<file path="src/rtl/fifo_arbiter.sv">
// Round-robin write arbiter and occupancy tracker for a register-based FIFO chain, with per-producer burst lock.
// Latency: grant and strobes are combinational in the request cycle; count/full/empty/locked update one cycle after the edge.
// Backpressure: no producer is granted while full and pops are suppressed while empty; a full FIFO does not release a lock.
module fifo_arbiter #(
  parameter int WIDTH = 4,
  parameter int DEPTH = 8,
  parameter int N_REQ = 4
) (
  input  logic                       clk,
  input  logic                       res,
  input  logic [N_REQ-1:0]           req,
  input  logic [N_REQ-1:0]           lock,
  input  logic [N_REQ*WIDTH-1:0]     wdata,
  input  logic                       rd_req,
  output logic [N_REQ-1:0]           gnt,
  output logic [WIDTH-1:0]           fifo_si,
  output logic                       fifo_shift_in,
  output logic                       fifo_shift_out,
  output logic [$clog2(DEPTH+1)-1:0] count,
  output logic                       full,
  output logic                       empty,
  output logic                       locked
);

  localparam int IW = (N_REQ > 1) ? $clog2(N_REQ) : 1;
  localparam int CW = $clog2(DEPTH+1);

  typedef enum logic {IDLE, LOCKED} state_t;

  state_t        state;
  logic [IW-1:0] ptr;
  logic [IW-1:0] owner;
  logic          win_vld;
  logic [IW-1:0] win_idx;
  logic          sel_vld;
  logic [IW-1:0] sel_idx;
  logic          pop;
  logic [CW-1:0] cnt_nxt;

  // Round-robin search: iterate from the farthest offset down so the nearest requester after ptr wins.
  always_comb begin
    int            k;
    logic [IW-1:0] kk;
    win_vld = 1'b0;
    win_idx = '0;
    k       = 0;
    kk      = '0;
    for (int i = N_REQ; i >= 1; i--) begin
      k  = (int'(ptr) + i) % N_REQ;
      kk = IW'(k);
      if (req[kk]) begin
        win_vld = 1'b1;
        win_idx = kk;
      end
    end
  end

  // Choose who may push this cycle: the round-robin winner when idle, only the owner when locked.
  always_comb begin
    sel_vld = 1'b0;
    sel_idx = owner;
    if (!res && !full) begin
      if (state == IDLE) begin
        sel_vld = win_vld;
        sel_idx = win_idx;
      end else begin
        sel_vld = req[owner];
        sel_idx = owner;
      end
    end
  end

  // Expand the selection into the one-hot grant and steer that producer's word to the chain input.
  always_comb begin
    gnt     = '0;
    fifo_si = '0;
    for (int i = 0; i < N_REQ; i++) begin
      if (sel_vld && (sel_idx == IW'(i))) begin
        gnt[i]  = 1'b1;
        fifo_si = wdata[i*WIDTH +: WIDTH];
      end
    end
  end

  assign fifo_shift_in  = sel_vld;
  assign pop            = !res && rd_req && !empty;
  assign fifo_shift_out = pop;

  // Next occupancy: a simultaneous push and pop cancel out.
  always_comb begin
    cnt_nxt = count;
    if (sel_vld && !pop) begin
      cnt_nxt = count + CW'(1);
    end else if (!sel_vld && pop) begin
      cnt_nxt = count - CW'(1);
    end
  end

  // Occupancy, round-robin pointer and burst-lock state machine with registered status outputs.
  always_ff @(posedge clk) begin
    if (res) begin
      count  <= '0;
      full   <= 1'b0;
      empty  <= 1'b1;
      locked <= 1'b0;
      state  <= IDLE;
      ptr    <= IW'(N_REQ-1);
      owner  <= '0;
    end else begin
      count <= cnt_nxt;
      full  <= (cnt_nxt == CW'(DEPTH));
      empty <= (cnt_nxt == '0);
      if (sel_vld) begin
        ptr <= sel_idx;
      end
      case (state)
        IDLE: begin
          if (sel_vld && lock[win_idx]) begin
            state  <= LOCKED;
            owner  <= win_idx;
            locked <= 1'b1;
          end
        end
        LOCKED: begin
          if (!lock[owner]) begin
            state  <= IDLE;
            locked <= 1'b0;
          end
        end
        default: begin
          state  <= IDLE;
          locked <= 1'b0;
        end
      endcase
    end
  end

endmodule

</file>
<file path="config.mk">
export PLATFORM = sky130hd
export DESIGN_NAME = fifo_arbiter
export DESIGN_NICKNAME = d
export VERILOG_FILES = /design/src/rtl/fifo_arbiter.sv
export SDC_FILE = /design/constraint.sdc
export NUM_CORES = 1
export LEC_CHECK = 0
export ABC_CLOCK_PERIOD_IN_PS = 3200
export BUFFER_PORTS_ARGS = -buffer_cell sky130_fd_sc_hd__buf_2
export CORE_MARGIN = 2
export CORE_UTILIZATION = 40
export CTS_BUF_LIST = sky130_fd_sc_hd__clkbuf_2
export DETAILED_ROUTE_END_ITERATION = 8
export PLACE_DENSITY_LB_ADDON = 0.2
export SLEW_MARGIN = 30
export SYNTH_ARGS = -nofsm -noshare
export SYNTH_HDL_FRONTEND = slang
export SYNTH_SLANG_ARGS = --single-unit
</file>
<file path="constraint.sdc">
create_clock -name clk -period 3.2 [get_ports clk]
set_input_delay 0.96 -clock clk [delete_from_list [all_inputs] [get_ports clk]]
set_output_delay 0.96 -clock clk [all_outputs]
set_load 0.01 [all_outputs]
</file>
* Word-level counts from Yosys, hierarchy flattened
Index checks and enable logic that the tools add are counted.
W data, S select, Z words.
** Operators by class
- Add/sub/neg operators :: 6
- Order comparisons :: 6
- Eq/ne operators :: 6
- Mux-type cells :: 42
- Bitwise operators :: 1
- Reductions and logical operators :: 19
** Operators by type and width (count)
- $mux W4 :: 6
- $mux W1 :: 21
- $lt A2 B3 Y1 const B :: 6
- $bmux W1 S2 :: 7
- $mux W2 :: 6
- $logic_and A1 B1 Y1 :: 10
- $logic_not A1 Y1 :: 5
- $add A2 B1 Y2 const B :: 2
- $add A2 B2 Y2 const B :: 2
- $add A4 B1 Y4 const B :: 1
- $eq A2 B2 Y1 const B :: 2
- $eq A4 B4 Y1 const B :: 1
- $logic_not A4 Y1 :: 1
- $pmux W1 S2 :: 2
- $reduce_and A2 Y1 :: 2
- $sub A4 B1 Y4 const B :: 1
- $eq A2 B1 Y1 const B :: 1
- $logic_not A2 Y1 :: 1
- $ne A2 B1 Y1 const B :: 1
- $ne A2 B2 Y1 const B :: 1
- $not A1 Y1 :: 1
** Word-level totals
- Bits in registers :: 12
- Input bits :: 27
- Output and inout bits :: 17
- Word-level logic and storage cells :: 87

* Logic depth before layout (Yosys ltp)
- Depth after elaboration :: 15
- Mapped depth :: 7
- Gate-level depth less buffers :: 6

* Worst setup path after synthesis
Ideal clock, no wire load.
- Path type :: input port to output port
- Start point :: input port req[2]
- End point :: output port fifo_si[0]
- Arrival :: 2.324 ns
- Data required time :: 2.240 ns
- Slack :: -0.084 ns
- Stages :: 6
- Path buffers :: 1
- Cell sequence :: or4_1 > nor2_1 > nor4_4 > buf_2 > o211ai_1 > o22ai_1
** On the way
- Elaborated cells on any way between the ends :: 34
- Those cells by class :: eq/ne: 3; mux: 26; reduce/logical: 5
** RTL lines
- start: declaration :: RTL line 11 : input logic [N_REQ-1:0] req,
- $bmux W1 S2 :: RTL line 51 : if (req[kk]) begin
- $mux W1 (not written as such) :: RTL line 51
- $mux W1 (4 in series) :: RTL line 51
- $mux W1 (*) :: RTL line 63 : if (state == IDLE) begin
- $mux W1 (*) :: RTL line 62 : if (!res && !full) begin
- named net fifo_shift_in :: RTL line 17 : output logic fifo_shift_in,
- $logic_and A1 B1 Y1 :: RTL line 78 : if (sel_vld && (sel_idx == IW'(i))) begin
- $mux W4 (3 in series) :: RTL line 78
- $mux W4 (*) :: RTL line 78
- end: declaration :: RTL line 16 : output logic [WIDTH-1:0] fifo_si,
The timed path passes the listed nets; every way through them passes the cells marked *. The select of a mux whose other input is x is not followed.

* Worst setup path in the final report
- Start point :: input port req[3]
- End point :: output port fifo_si[2]
** On the way
- Longest elaborated chain between the ends :: 14
- Elaborated cells on any way between the ends :: 34
- Those cells by class :: eq/ne: 3; mux: 26; reduce/logical: 5
** RTL lines (RTL line)
- $bmux W1 S2 :: 51
- $mux W1 (not written as such) :: 51
- $mux W2 (4 in series) :: 51
- $mux W2 :: 63
- $mux W2 :: 62
- $logic_not A2 Y1 :: 78
- $logic_and A1 B1 Y1 :: 78
- $mux W4 (3 in series) :: 78
- $mux W4 (*) :: 78
Every way passes the cells marked *; elsewhere a longest branch is shown, timed or not. The select of a mux whose other input is x is not followed.

==> summary.md <==
| Metric | Value |
|---|---|
| # IOs | 44 |
| R2R Setup Slk | 0.60 ns |
| Htree depth | 1 |
| Post-route insts no fill | 211 |
| Pre-CTS setup slack | -0.231 ns |
| Setup crit end | fifo_si[2] |
| Routed wire length | 3020 µm |
| Top cell type's share of synthesized area | 25.8% |
| Synthesis-stage register bit count | 12 |
| Arr. time, crit path | 2.46 ns |
| Max Root-Sink Buffers | 2 |
| Max-slew violation count | 0 |
| Top cells by area, synth | dfxtp_1, mux2i_1, nor2_1 |
| CP endpoint kind | output port |
| Core Region | 2210 µm² |
| Initial drt markers | 25 |
| Critical path's slowest cell | or4_4 |
| Layout cells sized above 1 | 54.1% |
| Total CTS buffers | 3 |
| Failing checks | setup timing |
| Max incr delay on CP | 0.55 ns |
| Final worst path period share | 107% |
| WP depth | 9 |
| Mean routed wirelength per cell | 14.3 µm |
| Netlist Area Pre-Place | 932 µm² |
| Worst-margin pin slew | 0.376 ns |
| Drt drc | 0 |
| Post-route ant nets | 0 |
| Layout Nets | 213 |
| Worst vdd ir | 0.236 mV |
| Cell breakdown of the critical path | buf_6 -> or4_4 -> nor2_4 -> buf_6 -> nor4_4 -> o211ai_1 -> buf_4 -> o22ai_2 -> buf_2 |
| Leak | 0.746 nW |
| Final RePlAce weighted congestion | 0.825 |
| DR vias/cell | 5.37 |
| Total number of vias | 1134 |
| Worst Hold Slack | 0.485 ns |
| Initial Utilization | 42.1% |
| Drt first pass iters | 4 |
| PortBufs | 43 |
| Die area | 2730 µm² |
| Clock skew | 0.00731 ns |
| CTS root buffer | clkbuf_2 |
| Cells after Synth | 111 |
| Max Fclk | 293 MHz |
| Top-count cell post-synth | mux2i_1 |
| R2R cell count | 16 |
| Post-synth EDFFs | 0 |
| Syn_nets | 140 |
| Synth warnings | 0 |
| Netlist cell types | 37 |
| Crit Path Max Fanout | 6 |
| Most frequent cell on the critical path | buf_6 |
| Placed insts | 195 |
| Tmin final | 3.42 ns |
| Relative slew margins | 74.7% |
| Register area share after synthesis | 25.8% |
| Outcome | complete, but fails checks |
| Reg2reg end | ptr[1] |
| Required time at the worst-slack endpoint | 2.24 ns |
| Die Height | 52.3 µm |
| # setup viols final | 8 |
| Number of global-route vias before repair | 1090 |
| Cell area power density | 424 nW/µm² |
| CP bufs+invs | 4 |
| Die width | 52.3 µm |
| CP startpoint | req[3] |
| CTS clock-pin slew for the worst setup and hold paths | 0.12 ns |
| Num rows | 17 |
| Worst Hold Class | register to register |
| Final hold violation count | 0 |
| Layout area overhead | 67.7% |
| Syn Area/Cell | 8.40 µm² |
| Reg-to-Reg Start | ptr[1] |
| Yosys top cell by area | dfxtp_1 |
| Global-route wire length before repair | 4930 µm |
| Cell class contributing the biggest share of worst-path delay | simple AND/OR/NAND/NOR gates |
| Total GRT Usage | 24.8% |
| Most frequent cells after synthesis | mux2i_1, dfxtp_1, nor2_1 |
| Post-synth top flop | dfxtp_1 |
| Synth async-reset ratio | 0% |
| CP Launch Type | input pin |
| GRT overflow | 0 |
| CTS Sinks | 12 |
| Worst skew pair latency | 0.27 ns |
| Unrepaired setup endpoints after global routing | true |
| Largest net degree at the start of global routing | 15 |
| Setup ws final | -0.215 ns |
| Maxcap violations | 0 |
| Post-DP HPWL | 2020 µm |
| CTS tree | done |
| N_diodes | 0 |
| Crit Path Class | input pin to output port |
| Initial antenna violation count | 0 |
where the power goes:
| part | switching [mW] | internal [mW] |
|---|---|---|
| Clock | 0.0553 | 0.0271 |
| Sequential | 0.0285 | 0.171 |
| Combinational | 0.178 | 0.203 |
| Total | 0.261 | 0.401 |
layout make-up:
| class | count | area (µm²) |
|---|---|---|
| clock buffers | 3 | 15.0 |
| clock inverters | 1 | 3.75 |
| fillers | 189 | 649 |
| inverters | 8 | 30.0 |
| multi-input cells | 88 | 762 |
| flip-flops and latches | 12 | 240 |
| well taps | 28 | 35.0 |
| repair buffers | 71 | 477 |
metrics by stage:
stage	area (µm²)	setup TNS, ns	util [%]	power (mW)
6_report	1560	-1.33	70.6	0.663
5_1_grt	1560	-1.82	70.6	0.707
4_1_cts	1550	-1.01	70.1	0.653
3_5_place_dp	1330	-1.38	60.1	0.501
3_3_place_gp	1330	-1.20	60.1	0.491
2_1_floorplan	976	-0.403	-	0.387
logic make-up (layout without fill, tap and decap cells):
logic type	Yosys count	in the layout	synth area share, %
flops	12	12	25.8
compound gates	28	28	20.7
simple gates	38	38	23.6
mux	16	16	18.8
xor+xnor	4	4	3.76
fa+ha+maj	2	2	2.68
buf+inv	11	83	4.70
metal layers:
| layer | share of wire (%) | wire, µm | vias to the layer above | global-route usage [%] |
|---|---|---|---|---|
| met5 | 0 | 0 | - | 0 |
| met1 | 43 | 1280 | 534 | 29.0 |
| met2 | 50 | 1510 | 45 | 43.2 |
| met4 | 1.6 | 48 | 0 | 12.0 |
| met3 | 5.6 | 170 | 4 | 4.29 |
| li1 | - | - | 551 | - |
state kept, by name, summed over array words and instances, names as in the netlist:
signal	count
ptr	2
empty	1
count	4
full	1
locked	1
owner	2
state	1
tightest hold or removal path, cell delays in order, from the launching register on:
cell and delay, ns:
dfxtp_1 0.33, o21ai_0 0.06, a21oi_1 0.06
timing repair:
action                                  in CTS  in global routing
pin swaps                                   13                  8
buffers inserted                            14                  2
gates resized for setup                     23                  8
endpoints found under the setup margin       8                 10
endpoints found under the hold margin        0                  0
hold buffers                                 0                  0
worst min-delay path by stage:
stage | cells after the start | from | end | slack, ns
after global routing | 2 | locked | locked | 0.55
after detailed placement | 2 | locked | locked | 0.47
after CTS | 2 | locked | locked | 0.49
after floorplan | 2 | owner[1] | owner[1] | 0.49
after global placement | 2 | locked | locked | 0.47
final | 2 | locked | locked | 0.49
cell usage in the layout, fill, tap and decap left out, drive strengths merged, types with 2 or more instances in the layout:
master	netlist	routed
inv	8	8
nor3b	2	2
ha	2	2
o21ai	4	4
o22ai	6	6
mux2i	13	13
nor2	12	12
buf	2	71
xnor2	4	4
clkbuf	1	3
or2	2	2
dfxtp	12	12
a211o	4	4
nand2b	3	3
nor3	2	2
a21oi	6	6
mux2	2	2
a211oi	5	5
nand2	6	6
Note: power is estimated with default switching activity, not from simulation.
